==> config.mk <==
export PLATFORM = sky130hd
export DESIGN_NAME = cache_refill_ctrl
export DESIGN_NICKNAME = d
export VERILOG_FILES = /design/src/rtl/cache_refill_ctrl.sv
export SDC_FILE = /design/constraint.sdc
export NUM_CORES = 2
export LEC_CHECK = 0
export CAP_MARGIN = 5
export CORE_AREA = 10 10 579 581
export CTS_BUF_LIST = sky130_fd_sc_hd__clkbuf_4
export CTS_CLUSTER_SIZE = 25
export DETAILED_ROUTE_END_ITERATION = 8
export DIE_AREA = 0 0 589 591
export GPL_TIMING_DRIVEN = 0
export PLACE_DENSITY = 0.3
export SLEW_MARGIN = 5
export SYNTH_ARGS = -nofsm -noshare
export SYNTH_HDL_FRONTEND = slang
export SYNTH_SLANG_ARGS = --single-unit
==> constraint.sdc <==
create_clock -name i_clk -period 4.9 [get_ports i_clk]
set_input_delay 1.47 -clock i_clk [delete_from_list [all_inputs] [get_ports i_clk]]
set_output_delay 1.47 -clock i_clk [all_outputs]
set_load 0.01 [all_outputs]
==> src/rtl/cache_refill_ctrl.sv <==
// Cache refill controller: serves I/D misses over an AXI-like bus,
// writing back a dirty D victim before refilling the block beat by beat.
module cache_refill_ctrl #(
    parameter int unsigned ADDR_WIDTH  = 64,
    parameter int unsigned BLOCK_WIDTH = 512,
    parameter int unsigned BEAT_WIDTH  = 64
) (
    input  logic                   i_clk,
    input  logic                   i_rst_n,
    input  logic                   i_icache_hit,
    input  logic [ADDR_WIDTH-1:0]  i_read_addr_i,
    input  logic                   i_mem_access,
    input  logic                   i_dcache_hit,
    input  logic                   i_dcache_dirty,
    input  logic [ADDR_WIDTH-1:0]  i_read_addr_d,
    input  logic [ADDR_WIDTH-1:0]  i_addr_wb,
    input  logic [BLOCK_WIDTH-1:0] i_data_block,
    output logic [BLOCK_WIDTH-1:0] o_data_block,
    output logic                   o_instr_we,
    output logic                   o_dcache_we,
    output logic                   o_stall_i,
    output logic                   o_stall_d,
    output logic                   o_ar_valid,
    input  logic                   i_ar_ready,
    output logic [ADDR_WIDTH-1:0]  o_ar_addr,
    input  logic                   i_r_valid,
    input  logic [BEAT_WIDTH-1:0]  i_r_data,
    input  logic                   i_r_last,
    output logic                   o_aw_valid,
    input  logic                   i_aw_ready,
    output logic [ADDR_WIDTH-1:0]  o_aw_addr,
    output logic                   o_w_valid,
    output logic [BEAT_WIDTH-1:0]  o_w_data,
    output logic                   o_w_last,
    input  logic                   i_w_ready,
    input  logic                   i_b_valid,
    output logic                   o_proto_err
);

    localparam int unsigned BEATS = BLOCK_WIDTH / BEAT_WIDTH;
    localparam int unsigned CNT_W = $clog2(BEATS);
    localparam logic [CNT_W-1:0] LAST_BEAT = CNT_W'(BEATS - 1);
    localparam logic [ADDR_WIDTH-1:0] ALIGN_MASK = ~ADDR_WIDTH'(BLOCK_WIDTH / 8 - 1);

    typedef enum logic [2:0] {
        IDLE,
        WB_ADDR,
        WB_DATA,
        WB_RESP,
        RD_ADDR,
        RD_DATA,
        FILL
    } state_t;

    state_t                 state_q, state_d;
    logic                   serve_d_q, serve_d_d;
    logic [ADDR_WIDTH-1:0]  rd_addr_q, rd_addr_d;
    logic [ADDR_WIDTH-1:0]  wb_addr_q, wb_addr_d;
    logic [BLOCK_WIDTH-1:0] victim_q, victim_d;
    logic [CNT_W-1:0]       beat_q, beat_d;
    logic [BLOCK_WIDTH-1:0] block_q, block_d;
    logic                   proto_err_q, proto_err_d;

    logic i_miss;
    logic d_miss;
    logic is_last;

    always_ff @(posedge i_clk) begin
        if (!i_rst_n) begin
            state_q     <= IDLE;
            serve_d_q   <= 1'b0;
            rd_addr_q   <= '0;
            wb_addr_q   <= '0;
            victim_q    <= '0;
            beat_q      <= '0;
            block_q     <= '0;
            proto_err_q <= 1'b0;
        end else begin
            state_q     <= state_d;
            serve_d_q   <= serve_d_d;
            rd_addr_q   <= rd_addr_d;
            wb_addr_q   <= wb_addr_d;
            victim_q    <= victim_d;
            beat_q      <= beat_d;
            block_q     <= block_d;
            proto_err_q <= proto_err_d;
        end
    end

    always_comb begin
        i_miss      = !i_icache_hit;
        d_miss      = i_mem_access && !i_dcache_hit;
        is_last     = (beat_q == LAST_BEAT);
        state_d     = state_q;
        serve_d_d   = serve_d_q;
        rd_addr_d   = rd_addr_q;
        wb_addr_d   = wb_addr_q;
        victim_d    = victim_q;
        beat_d      = beat_q;
        block_d     = block_q;
        proto_err_d = proto_err_q;

        case (state_q)
            IDLE: begin
                // D wins a same-cycle tie; the I miss stays pending in IDLE.
                if (d_miss || i_miss) begin
                    serve_d_d = d_miss;
                    rd_addr_d = (d_miss ? i_read_addr_d : i_read_addr_i) & ALIGN_MASK;
                    wb_addr_d = i_addr_wb & ALIGN_MASK;
                    victim_d  = i_data_block;
                    beat_d    = '0;
                    state_d   = (d_miss && i_dcache_dirty) ? WB_ADDR : RD_ADDR;
                end
            end
            WB_ADDR: begin
                if (i_aw_ready) state_d = WB_DATA;
            end
            WB_DATA: begin
                if (i_w_ready) begin
                    if (is_last) begin
                        beat_d  = '0;
                        state_d = WB_RESP;
                    end else begin
                        beat_d = beat_q + CNT_W'(1);
                    end
                end
            end
            WB_RESP: begin
                if (i_b_valid) state_d = RD_ADDR;
            end
            RD_ADDR: begin
                if (i_ar_ready) begin
                    beat_d  = '0;
                    state_d = RD_DATA;
                end
            end
            RD_DATA: begin
                // The beat count ends the burst; a misplaced r_last is only flagged.
                if (i_r_valid) begin
                    block_d[32'(beat_q) * BEAT_WIDTH +: BEAT_WIDTH] = i_r_data;
                    if (i_r_last != is_last) proto_err_d = 1'b1;
                    if (is_last) begin
                        beat_d  = '0;
                        state_d = FILL;
                    end else begin
                        beat_d = beat_q + CNT_W'(1);
                    end
                end
            end
            FILL: begin
                state_d = IDLE;
            end
            default: begin
                state_d = IDLE;
            end
        endcase
    end

    always_comb begin
        o_data_block = block_q;
        o_proto_err  = proto_err_q;
        o_ar_valid   = (state_q == RD_ADDR);
        o_ar_addr    = rd_addr_q;
        o_aw_valid   = (state_q == WB_ADDR);
        o_aw_addr    = wb_addr_q;
        o_w_valid    = (state_q == WB_DATA);
        o_w_data     = victim_q[32'(beat_q) * BEAT_WIDTH +: BEAT_WIDTH];
        o_w_last     = (state_q == WB_DATA) && is_last;
        o_instr_we   = (state_q == FILL) && !serve_d_q;
        o_dcache_we  = (state_q == FILL) && serve_d_q;
        if (state_q == IDLE) begin
            o_stall_i = i_miss;
            o_stall_d = d_miss;
        end else begin
            o_stall_i = serve_d_q ? i_miss : (state_q != FILL);
            o_stall_d = serve_d_q;
        end
    end

endmodule

==> run summary <==
Tot GR Track Use: 20.2%
Worst Hold Path Cells: 2
Synth Flop Type: dfxtp_1
Syn_area_per_cell: 8.53 µm²
Max Clock Skew: 0.261 ns
CTS buffer count: 372
Met3 usage: 7.35%
CP cell instances: buf_12 > buf_16 > buf_12 > buf_16 > mux4_2 > nand2_2 > nand2_2 > buf_6
GR Overflow Total: 0
Post-DRT Antenna Nets: 0
First DRT Iteration DRCs: 3101
Post-Syn Area: 44600 µm²
Sw Pwr: 12.1 mW
Via count: 48000
Fmax: 211 MHz
Slew Limit Fails: 0
Sequential power share: 36.6%
Layout cells sized above 1: 15.8%
GP Congestion: 0.879
Combinational group share of total power: 32.1%
Final worst slack: 0.156 ns
Most common cell after layout, fill and taps aside: nand2_1
Register bit total from synthesis: 1148
Die area: 348000 µm²
Sequential area share after synthesis: 51.5%
Pleak: 26.0 nW
PwrDens: 448 nW/µm²
Worst slew pin tran: 1.17 ns
R2r setup slk: 0.85 ns
Core ar.: 323000 µm²
Fin crit period: 4.74 ns
EDFF count, synth: 0
Buf+Inv Stages, Crit Path: 5
Max Buffers Root-to-Sink: 4
Status: finished, final reports clean
CTS sink cnt: 1148
Dpl ws: -1.58 ns
Row count: 209
H-Tree Depth: 5
Area Growth Syn to Fin: 59.2%
I/O pin count: 1493
Total Routed Length: 372 mm
Netlist cell types: 49
Layout Cells excl Fill: 11800
Hold Path Class: reg2reg
Gate Count Post-Synth: 5228
Post-synth ARST share: 0%
Reg2Reg Depth: 13
CP delay by family, top: buffers and inverters
Overall power: 31.8 mW
Die Width: 589 µm
Reg-to-reg endpoint: o_data_block[205]$_SDFFE_PN0P_
Critical path peak fanout: 7
Clock Latency Late Sink: 1.34 ns
Hold path startpoint: victim_q[246]$_SDFFE_PN0P_
CP Capture Type: output pin
Pin count of the biggest net entering global routing: 17
Fin. Hold Viols: 0
Sw frac: 38.0%
Drt pass-1 iters: 5
Worst EP arrival: 3.27 ns
Max rail drop VDD: 0.000180 V
Routed wire per std cell: 31.7 µm
Fin crit share: 96.8%
Slowest stage cell, crit path: mux4_2
Worst Setup Start Kind: register
Req. time, crit path: 3.43 ns
Internal power: 19.7 mW
Critical Path Max Stage Delay: 0.62 ns
Residual DRC: 0
Placed cell count: 11000
FF/Latch Area: 23000 µm²
Max-Cap Viols: 0
Port Buffer Count: 1462
First-pass GRT wire length: 476 mm
CTS tree: yes
Vias in the first global route: 48600
Via density: 4.09
Worst-path clk slew: 0.06 ns
Setup Crit Path Kind: reg2out
Multi-input gate area: 19800 µm²
Clock Power Share: 31.3%
Most frequent cells in the layout: 1871 x nand2_1, 1396 x clkdlybuf4s50_1, 1146 x dfxtp_1
RSZ-0062 raised after global routing: true
Root Driver: clkbuf_4
Hold Path Sink: victim_q[246]$_SDFFE_PN0P_
Die height: 591 µm
Hpwl dp: 307 mm
Met1 Use GR: 23.3%
DP Area: 64800 µm²
Final #Nets: 7909
Grt met2 use: 34.2%
Initial Util: 13.8%
Antenna violations before repair: 192
# setup viols final: 0
Synth warnings: 0
Gr busiest metal: met2
Fin area: 71000 µm²
Reg2reg start: beat_q[0]$_SDFFE_PN0P_
Worst relative slew slack: 21.9%
Fill cells: 36100
[worst register-to-register path, cell delays in order, from the launching register on]
cell and delay, ns:
dfxtp_4 0.38, buf_12 0.16, buf_16 0.17, buf_16 0.16, buf_12 0.14, buf_4 0.20, inv_1 0.09, ha_1 0.25
ha_1 0.54, inv_2 0.13, nor4b_2 0.81, clkbuf_1 0.59, nand2_1 0.11, o21ai_0 0.16
[power by group through the flow]
| stage | sequential [mW] | clock (mW) | combinational (mW) |
|---|---|---|---|
| finish | 11.6 | 9.96 | 10.2 |
| global route | 11.8 | 10.9 | 11.0 |
| CTS | 11.6 | 10.4 | 10.4 |
| detailed placement | 11.8 | 0 | 9.85 |
| global placement | 11.8 | 0 | 9.81 |
| floorplan | 11.6 | 0 | 4.51 |
[cells by family after synthesis]
kind of cell | count (synthesis) | share of synthesized area, %
compound gates | 967 | 11.6
fa+ha+maj | 5 | 0.140
flops | 1148 | 51.5
xor+xnor | 1 | 0.0196
buf+inv | 461 | 5.27
other cells | 1 | 0.00840
simple gates | 2318 | 20.5
mux | 327 | 10.9
[cells in the mapped netlist, types with 2 or more instances]
master        n  area (µm²)
o21ai_1      51         255
buf_4        36         270
o21ai_0     209        1050
nand2b_1      2        12.5
mux2i_1     199        1990
a21oi_1     600        3000
nor4_1        2        12.5
a311oi_1     58         508
a2bb2oi_1     2        17.5
a21boi_0     37         278
ha_1          5        62.6
inv_1        10        37.5
buf_6        38         428
nand4_1       4        25.0
nand3_1     262        1310
dfxtp_1    1148       23000
nor3_1        5        25.0
o211ai_1      2        15.0
buf_1        22        82.6
a211oi_1      2        15.0
clkbuf_1    193         724
nand2_1    1965        7380
mux4_2      128        2880
nor2b_1       3        18.8
nor2_1       61         229
buf_2       161         806
[metal layers]
metal	wire length [µm]	vias up
li1	-	21600
met1	147000	23600
met2	176000	2095
met3	33000	669
met4	15700	82
met5	508	-
[repair_timing]
| item | 4_1_cts | 5_1_grt |
|---|---|---|
| cloned | 6 | 0 |
| hold buffers | 0 | 0 |
| setup buffers | 32 | 6 |
| endpoints found under the setup margin | 176 | 8 |
| resized for setup | 695 | 1 |
| pin swaps | 35 | 1 |
[cell type report]
cell class                 count  share of cell area, %
inverter                      11                 0.0581
sequential                  1148                   32.4
timing repair buffer        1511                   21.7
multi-input combinational   3630                   27.9
clock buffer                 517                   5.46
clock inverter                91                  0.750
buffer                       450                   3.97
tap                         4325                   7.62
antenna                       67                  0.236
[worst max-delay path by stage]
stage / slack (ns) / depth (start not counted) / start / end
3_5_place_dp: -1.58 / 7 / i_mem_access / o_stall_d
6_report: 0.16 / 8 / beat_q[0]$_SDFFE_PN0P_ / o_w_data[54]
2_1_floorplan: 1.06 / 5 / i_mem_access / o_stall_d
4_1_cts: -0.09 / 8 / beat_q[0]$_SDFFE_PN0P_ / o_w_data[42]
5_1_grt: -0.007 / 8 / beat_q[0]$_SDFFE_PN0P_ / o_w_data[25]
3_3_place_gp: -1.68 / 6 / i_rst_n / victim_q[503]$_SDFFE_PN0P_
[sequential cells by signal, summed over array words and instances (netlist names)]
register and cells:
o_proto_err 1, o_aw_addr 58, state_q 3, beat_q 3, serve_d_q 1, o_data_block 512, o_ar_addr 58, victim_q 512
[through the flow]
stage          util [%]  hold slack (ns)  setup TNS (ns)
2_1_floorplan         -            0.433               0
4_1_cts            21.9            0.433           -1.21
5_1_grt            22.0            0.464         -0.0106
3_3_place_gp       20.0            0.439         -509.95
3_5_place_dp       20.1            0.445         -202.71
6_report           22.0            0.451               0
Note: power is estimated with default switching activity, not from simulation.
